$ cat config.mk
export PLATFORM = sky130hd
export DESIGN_NAME = bus_arbiter_n_flat
export DESIGN_NICKNAME = d
export VERILOG_FILES = /design/src/rtl/bus_arbiter_n_if.sv /design/src/rtl/bus_arbiter_n.sv /design/src/flat_wrapper.sv
export SDC_FILE = /design/constraint.sdc
export NUM_CORES = 1
export LEC_CHECK = 0
export ABC_AREA = 1
export ABC_CLOCK_PERIOD_IN_PS = 3920
export CORE_AREA = 3 3 120 122
export CTS_CLUSTER_DIAMETER = 100
export DETAILED_ROUTE_END_ITERATION = 10
export DIE_AREA = 0 0 123 125
export GPL_ROUTABILITY_DRIVEN = 0
export GPL_TIMING_DRIVEN = 0
export HOLD_SLACK_MARGIN = 0.03
export PLACE_DENSITY = 0.65
export SETUP_SLACK_MARGIN = 0.1
export SYNTH_ARGS = -nofsm -noshare
export SYNTH_HDL_FRONTEND = slang
export SYNTH_SLANG_ARGS = --single-unit
$ cat constraint.sdc
create_clock -name clk -period 3.92 [get_ports clk]
set_clock_uncertainty 0.05 [all_clocks]
set_input_delay 1.176 -clock clk [delete_from_list [all_inputs] [get_ports clk]]
set_output_delay 1.176 -clock clk [all_outputs]
set_load 0.02 [all_outputs]
$ cat src/rtl/bus_arbiter_n_if.sv
`default_nettype none
// ============================================================================
// Module   : bus_arbiter_n_if
// Purpose  : CPU-side request and per-target return signals for bus_arbiter_n.
// Revision : 1.0
// ============================================================================
interface bus_arbiter_n_if #(
    parameter int SOURCES    = 8,
    parameter int DATA_WIDTH = 32
);
    localparam int IW = (SOURCES > 1) ? $clog2(SOURCES) : 1;

    logic                          cpu_valid;
    logic [3:0]                    cpu_wstrb;
    logic [SOURCES-1:0]            source_en;
    logic [SOURCES-1:0]            source_ready;
    logic [SOURCES*DATA_WIDTH-1:0] source_read_data;
    logic                          cpu_mem_ready;
    logic [DATA_WIDTH-1:0]         cpu_read_data;
    logic                          bus_error;
    logic [IW-1:0]                 error_source;

    modport master (
        output cpu_valid, cpu_wstrb, source_en, source_ready, source_read_data,
        input  cpu_mem_ready, cpu_read_data, bus_error, error_source
    );

    modport slave (
        input  cpu_valid, cpu_wstrb, source_en, source_ready, source_read_data,
        output cpu_mem_ready, cpu_read_data, bus_error, error_source
    );
endinterface
`default_nettype wire

$ cat src/rtl/bus_arbiter_n.sv
`default_nettype none
// ============================================================================
// Module   : bus_arbiter_n
// Purpose  : Return arbiter for N targets; completes one outstanding access
//            from target ready or a fixed wait-state count. Watchdog enabled
//            by defining BUS_ARBITER_TIMEOUT_EN.
// Revision : 1.0
// ============================================================================
module bus_arbiter_n #(
    parameter int                               SOURCES            = 8,
    parameter int                               DATA_WIDTH         = 32,
    parameter int                               LATENCY_WIDTH      = 3,
    parameter logic [SOURCES*LATENCY_WIDTH-1:0] SOURCE_LATENCY     = '0,
    parameter int                               DEFAULT_SOURCE     = 0,
    parameter bit                               REGISTER_READ_DATA = 1'b0,
    parameter int                               TIMEOUT_CYCLES     = 255,
    localparam int                              IW = (SOURCES > 1) ? $clog2(SOURCES) : 1
) (
    input  wire logic      clk,
    input  wire logic      reset_n,
    bus_arbiter_n_if.slave bus
);
    typedef enum logic [1:0] {
        S_IDLE = 2'd0,
        S_WAIT = 2'd1,
        S_ACK  = 2'd2
    } state_t;

    state_t                   r_state;
    state_t                   w_state_nxt;
    logic [IW-1:0]            r_idx;
    logic [IW-1:0]            w_first_idx;
    logic                     w_any_sel;
    logic [LATENCY_WIDTH-1:0] r_wait_cnt;
    logic [LATENCY_WIDTH-1:0] w_first_lat;
    logic [LATENCY_WIDTH-1:0] w_cur_lat;
    logic                     w_load;
    logic                     w_wdog_run;
    logic                     w_wdog_expire;
    logic                     w_to_err;
    logic                     w_bus_error;
    logic                     w_unused;

    logic [DATA_WIDTH-1:0]    w_data_tbl [SOURCES];
    logic [LATENCY_WIDTH-1:0] w_lat_tbl  [SOURCES];

    for (genvar gi = 0; gi < SOURCES; gi++) begin : g_tbl
        assign w_data_tbl[gi] = bus.source_read_data[gi*DATA_WIDTH +: DATA_WIDTH];
        assign w_lat_tbl[gi]  = SOURCE_LATENCY[gi*LATENCY_WIDTH +: LATENCY_WIDTH];
    end

    // Lowest set select bit wins when the decoder asserts more than one.
    always_comb begin
        w_first_idx = '0;
        w_any_sel   = 1'b0;
        for (int i = SOURCES - 1; i >= 0; i--) begin
            if (bus.source_en[i]) begin
                w_first_idx = IW'(i);
                w_any_sel   = 1'b1;
            end
        end
    end

    assign w_first_lat = w_lat_tbl[w_first_idx];
    assign w_cur_lat   = w_lat_tbl[r_idx];

    always_comb begin
        w_state_nxt = r_state;
        w_load      = 1'b0;
        w_wdog_run  = 1'b0;
        w_to_err    = 1'b0;
        case (r_state)
            S_IDLE: begin
                if (bus.cpu_valid) begin
                    if (w_any_sel) begin
                        w_load      = 1'b1;
                        w_state_nxt = (w_first_lat == '0 && bus.source_ready[w_first_idx])
                                      ? S_ACK : S_WAIT;
                    end else begin
                        w_wdog_run = 1'b1;
                        if (w_wdog_expire) begin
                            w_state_nxt = S_ACK;
                            w_to_err    = 1'b1;
                        end
                    end
                end
            end
            S_WAIT: begin
                if (!bus.cpu_valid) begin
                    w_state_nxt = S_IDLE;
                end else if ((w_cur_lat == '0) ? bus.source_ready[r_idx]
                                                : (r_wait_cnt == LATENCY_WIDTH'(1))) begin
                    w_state_nxt = S_ACK;
                end else begin
                    // A normal completion above takes priority over the watchdog.
                    w_wdog_run = 1'b1;
                    if (w_wdog_expire) begin
                        w_state_nxt = S_ACK;
                        w_to_err    = 1'b1;
                    end
                end
            end
            S_ACK:   w_state_nxt = S_IDLE;
            default: w_state_nxt = S_IDLE;
        endcase
    end

    always_ff @(posedge clk or negedge reset_n) begin
        if (!reset_n) begin
            r_state    <= S_IDLE;
            r_idx      <= '0;
            r_wait_cnt <= '0;
        end else begin
            r_state <= w_state_nxt;
            if (w_load) begin
                r_idx      <= w_first_idx;
                r_wait_cnt <= w_first_lat;
            end else if (r_state == S_WAIT && r_wait_cnt != '0) begin
                r_wait_cnt <= r_wait_cnt - LATENCY_WIDTH'(1);
            end
        end
    end

`ifdef BUS_ARBITER_TIMEOUT_EN
    localparam int             WDW         = (TIMEOUT_CYCLES > 1) ? $clog2(TIMEOUT_CYCLES + 1) : 1;
    localparam logic [WDW-1:0] c_wdog_last = WDW'(TIMEOUT_CYCLES - 1);

    logic [WDW-1:0] r_wdog;
    logic           r_bus_error;
    logic [IW-1:0]  r_err_src;

    always_ff @(posedge clk or negedge reset_n) begin
        if (!reset_n) begin
            r_wdog      <= '0;
            r_bus_error <= 1'b0;
            r_err_src   <= '0;
        end else begin
            r_wdog      <= w_wdog_run ? (r_wdog + WDW'(1)) : '0;
            r_bus_error <= w_to_err;
            if (w_to_err) begin
                r_err_src <= (r_state == S_IDLE) ? '1 : r_idx;
            end
        end
    end

    assign w_wdog_expire    = (r_wdog == c_wdog_last);
    assign w_bus_error      = r_bus_error;
    assign bus.bus_error    = r_bus_error;
    assign bus.error_source = r_err_src;
`else
    assign w_wdog_expire    = 1'b0;
    assign w_bus_error      = 1'b0;
    assign bus.bus_error    = 1'b0;
    assign bus.error_source = '0;
`endif

    assign bus.cpu_mem_ready = (r_state == S_ACK);

    if (REGISTER_READ_DATA) begin : g_reg_rdata
        logic [IW-1:0]         w_next_idx;
        logic [DATA_WIDTH-1:0] r_rdata;

        assign w_next_idx = (r_state == S_IDLE) ? w_first_idx : r_idx;

        always_ff @(posedge clk or negedge reset_n) begin
            if (!reset_n) begin
                r_rdata <= '0;
            end else if (w_state_nxt == S_ACK) begin
                r_rdata <= w_to_err ? '1 : w_data_tbl[w_next_idx];
            end
        end
        assign bus.cpu_read_data = r_rdata;
    end else begin : g_comb_rdata
        assign bus.cpu_read_data = (r_state == S_ACK)
                                   ? (w_bus_error ? '1 : w_data_tbl[r_idx])
                                   : w_data_tbl[DEFAULT_SOURCE];
    end

    // Write strobes do not alter the handshake.
    assign w_unused = ^{bus.cpu_wstrb, w_wdog_run, w_to_err, (TIMEOUT_CYCLES != 0)};
endmodule
`default_nettype wire

$ cat src/flat_wrapper.sv
// flat-port wrapper written by rule: the top's interface ports become plain ports
module bus_arbiter_n_flat 
#(
    parameter int                               SOURCES            = 8,
    parameter int                               DATA_WIDTH         = 32,
    parameter int                               LATENCY_WIDTH      = 3,
    parameter logic [SOURCES*LATENCY_WIDTH-1:0] SOURCE_LATENCY     = '0,
    parameter int                               DEFAULT_SOURCE     = 0,
    parameter bit                               REGISTER_READ_DATA = 1'b0,
    parameter int                               TIMEOUT_CYCLES     = 255,
    localparam int                              IW = (SOURCES > 1) ? $clog2(SOURCES) : 1
)
  (clk, reset_n, bus_cpu_valid, bus_cpu_wstrb, bus_source_en, bus_source_ready, bus_source_read_data, bus_cpu_mem_ready, bus_cpu_read_data, bus_bus_error, bus_error_source);
  bus_arbiter_n_if #(.SOURCES(SOURCES), .DATA_WIDTH(DATA_WIDTH)) bus_i ();
  input  wire logic clk;
  input  wire logic reset_n;
  input wire logic [$bits(bus_i.cpu_valid)-1:0] bus_cpu_valid;
  input wire logic [$bits(bus_i.cpu_wstrb)-1:0] bus_cpu_wstrb;
  input wire logic [$bits(bus_i.source_en)-1:0] bus_source_en;
  input wire logic [$bits(bus_i.source_ready)-1:0] bus_source_ready;
  input wire logic [$bits(bus_i.source_read_data)-1:0] bus_source_read_data;
  output wire logic [$bits(bus_i.cpu_mem_ready)-1:0] bus_cpu_mem_ready;
  output wire logic [$bits(bus_i.cpu_read_data)-1:0] bus_cpu_read_data;
  output wire logic [$bits(bus_i.bus_error)-1:0] bus_bus_error;
  output wire logic [$bits(bus_i.error_source)-1:0] bus_error_source;
  assign bus_i.cpu_valid = bus_cpu_valid;
  assign bus_i.cpu_wstrb = bus_cpu_wstrb;
  assign bus_i.source_en = bus_source_en;
  assign bus_i.source_ready = bus_source_ready;
  assign bus_i.source_read_data = bus_source_read_data;
  assign bus_cpu_mem_ready = bus_i.cpu_mem_ready;
  assign bus_cpu_read_data = bus_i.cpu_read_data;
  assign bus_bus_error = bus_i.bus_error;
  assign bus_error_source = bus_i.error_source;
  bus_arbiter_n #(.SOURCES(SOURCES), .DATA_WIDTH(DATA_WIDTH), .LATENCY_WIDTH(LATENCY_WIDTH), .SOURCE_LATENCY(SOURCE_LATENCY), .DEFAULT_SOURCE(DEFAULT_SOURCE), .REGISTER_READ_DATA(REGISTER_READ_DATA), .TIMEOUT_CYCLES(TIMEOUT_CYCLES)) u_core (.clk(clk), .reset_n(reset_n), .bus(bus_i));
endmodule
==> results of run 1 <==
cells by family after synthesis:
family	after synthesis	share of synthesized area (%)
buffers and inverters	112	18.11
AOI/OAI and AO/OA	257	51.21
DFF	5	4.174
and+or+nand+nor	145	20.03
other	1	0.1251
muxes	19	6.344
flip-flops by register name, summed over array words and instances, names as in the netlist:
signal          count
u_core.r_idx        3
u_core.r_state      2
timing repair:
| action | 4_1_cts | 5_1_grt |
|---|---|---|
| setup endpoints to repair | 32 | 31 |
| pin swaps | 0 | 2 |
| hold buffers | 0 | 0 |
| cloned | 0 | 0 |
| gates resized for setup | 60 | 60 |
routing by layer:
metal  vias up  global-route usage, %  share of wire [%]
met2       301                  45.22                 49
met1      2371                  29.96                 39
li1       2560                      -                  -
met3        27                  4.833                9.9
met4         0                  5.537                1.9
met5         -                      0                  0
report_power, final:
| group | total [mW] | leakage (nW) | switching, mW | internal [mW] |
|---|---|---|---|---|
| combinational | 2.81 | 2.33 | 1.75 | 1.06 |
| clock | 0.165 | 0.0382 | 0.0306 | 0.135 |
| sequential | 0.0818 | 0.0659 | 0.0113 | 0.0706 |
worst max path at each step:
| stage | start | to | depth (start not counted) |
|---|---|---|---|
| after global routing | bus_source_read_data[24] | bus_cpu_read_data[24] | 8 |
| after global placement | bus_source_read_data[24] | bus_cpu_read_data[24] | 8 |
| after CTS | bus_source_read_data[205] | bus_cpu_read_data[13] | 6 |
| after floorplan | bus_source_read_data[10] | bus_cpu_read_data[10] | 6 |
| final | bus_source_read_data[24] | bus_cpu_read_data[24] | 8 |
| after detailed placement | bus_source_read_data[24] | bus_cpu_read_data[24] | 8 |
cell type report:
type	instances	area (sq um)	share of cell area [%]
repair buffers	307	2933	46.78
multi-input cells	425	2370	37.80
plain buffers	60	345.3	5.508
well taps	176	220.2	3.512
inverters	52	197.7	3.153
flip-flops and latches	5	125.1	1.996
clock buffers	4	78.83	1.257
through the flow:
stage                     util (%)  instances  cell area (sq um)
after floorplan                  -        542               3009
after global placement       47.40       1025               6302
after detailed placement     47.40       1025               6302
after CTS                    48.02       1029               6385
after global routing         47.16       1029               6270
final                        47.16       1029               6270
synth_stat cells (2+ instances only):
cell	instances	area, sq um
o21ai_0	95	475.5
o221ai_1	19	166.4
clkbuf_1	17	63.81
inv_1	50	187.7
nand2_1	18	67.56
nor2_1	93	349.1
nand2_2	2	12.51
buf_6	8	90.09
buf_2	21	105.1
o21ai_1	45	225.2
o32ai_1	13	113.9
a21oi_1	35	175.2
nand3b_1	2	15.01
buf_4	9	67.56
buf_1	5	18.77
dfrtp_1	5	125.1
mux2i_1	19	190.2
nand3_1	27	135.1
o211ai_1	46	345.3
worst max-delay path, delay by kind of cell:
family,cells,cell delay [ps]
buffers and inverters,3,690
AO/OA/AOI/OAI,4,530
AND/OR/NAND/NOR,1,130
==> results.py, run 1 <==
metrics = {
    "setup_path": {
        "worst_r2r_path_depth": 5,
        "required_ps": 2690,
        "crit_chain": "clkdlybuf4s50_1, inv_1, a21oi_2, o21ai_1, o211ai_1, nand3_1, o21ai_2, buf_6",
        "critPathSlowestCell": "clkdlybuf4s50_1",
        "rrSetupSlack_ps": 2330,
        "cp-end-kind": "output port",
        "critPathLaunchType": "input port",
        "cp_slowest_stage_delay_ps": 460,
        "crit_arrival_ps": 2530,
        "critPathKind": "in2out",
        "crit_fanout": 2,
        "rr_endpoint": "u_core.r_idx[1]",
        "crit-reg2reg-launch": "u_core.r_idx[1]",
    },
    "status": {
        "outcome": "completed",
    },
    "cells_and_area": {
        "layout.cells.most_common_list": "275 x clkdlybuf4s50_1, 95 x o21ai_0, 93 x nor2_1, 50 x inv_1, 46 x o211ai_1",
        "syn_to_final_growth_pct": 109.1,
        "fillCellCount": 1448,
        "layout.nets": 1133,
        "drive_gt1_share_pct": 9.496,
        "diodes": 0,
        "final_common_cell": "clkdlybuf4s50_1",
    },
    "cts": {
        "htree_levels": 1,
        "tritoncts": "yes",
        "cts_setup_buffers": 0,
        "clk_path_buf_depth": 2,
        "insertion_delay_ps": 220,
        "clkSinkCount": 5,
        "numCtsBuffers": 3,
        "root_buffer": "clkbuf_16",
        "clk_pin_slew_ps": 30,
    },
    "placed_design": {
        "io_buffers": 307,
        "post-place-ws_ps": -427.9,
        "post-dp-hpwl_um": 16970,
    },
    "detailed_routing": {
        "wl_per_cell_um": 20.13,
        "via_count": 5259,
        "drc": 0,
        "ant_nets": 0,
        "drt_first_iter_violations": 264,
        "routed_wl_um": 20710,
        "drt-pass1-iter-count": 4,
        "routed_via_density": 5.111,
    },
    "logic_synthesis": {
        "yosys.cell_types.count": 29,
        "ys.flop_type": "dfrtp_1",
        "ys_ff_latch": 5,
        "synth-edff-count": 0,
        "synth-async-reset-ratio_pct": 100.0,
        "ys_seq_area_share_pct": 4.174,
        "yosysWarnings": 0,
        "syn_avg_cell_area_sq_um": 5.562,
        "synth_area_sq_um": 2998,
        "synthCells": 539,
    },
    "global_route": {
        "grt_max_degree": 11,
        "grt_pass1_vias": 5241,
        "grt_usage_pct": 24.89,
        "grt_pass1_wl_um": 29680,
        "grt.overflow.total": 0,
        "antenna_found_initial": 0,
    },
    "sta": {
        "finalHoldViolCount": 0,
        "slew_headroom_pct": 43.81,
        "setup-violations-final": 0,
        "min_period_over_period_pct": 95.77,
        "rsz0062_at_grt": "no",
        "setup_ws_ps": 165.7,
        "slew_violations": 0,
        "hold_ws_ps": 549.4,
        "fmax_mhz": 266.4,
        "tns_ps": 0,
        "fin_crit_ps": 3754,
        "worst_slew_pin_slew_ps": 842.9,
    },
    "job": {
        "cap_violations": 0,
    },
    "power": {
        "p_leak_nw": 2.430,
        "fin_total_pwr_mw": 3.058,
        "peakVddDrop_mv": 0.2104,
        "power_density_nw_per_um2": 487.8,
    },
    "hold_path": {
        "hold_class": "reg2reg",
        "min_to": "u_core.r_state[0]",
        "min_path_cells": 3,
        "hp-start": "u_core.r_state[1]",
    },
    "die": {
        "die-area_sq_um": 15380,
        "start_util_pct": 22.55,
        "io_pins": 316,
        "fp.dieW_um": 123,
        "num_rows": 42,
        "core-area_sq_um": 13300,
        "fp.dieH_um": 125,
    },
}
No activity file was read; power rests on OpenSTA's default activity.
==> run 2: changes to the inputs <==
--- a/config.mk
+++ b/config.mk
@@ -9,6 +9,7 @@
 export ABC_CLOCK_PERIOD_IN_PS = 3920
 export CORE_AREA = 3 3 120 122
 export CTS_CLUSTER_DIAMETER = 100
+export CTS_CLUSTER_SIZE = 25
 export DETAILED_ROUTE_END_ITERATION = 10
 export DIE_AREA = 0 0 123 125
 export GPL_ROUTABILITY_DRIVEN = 0
==> results of run 2 <==
Same layout as run 1: the final DEF is identical, and so are final timing and power.
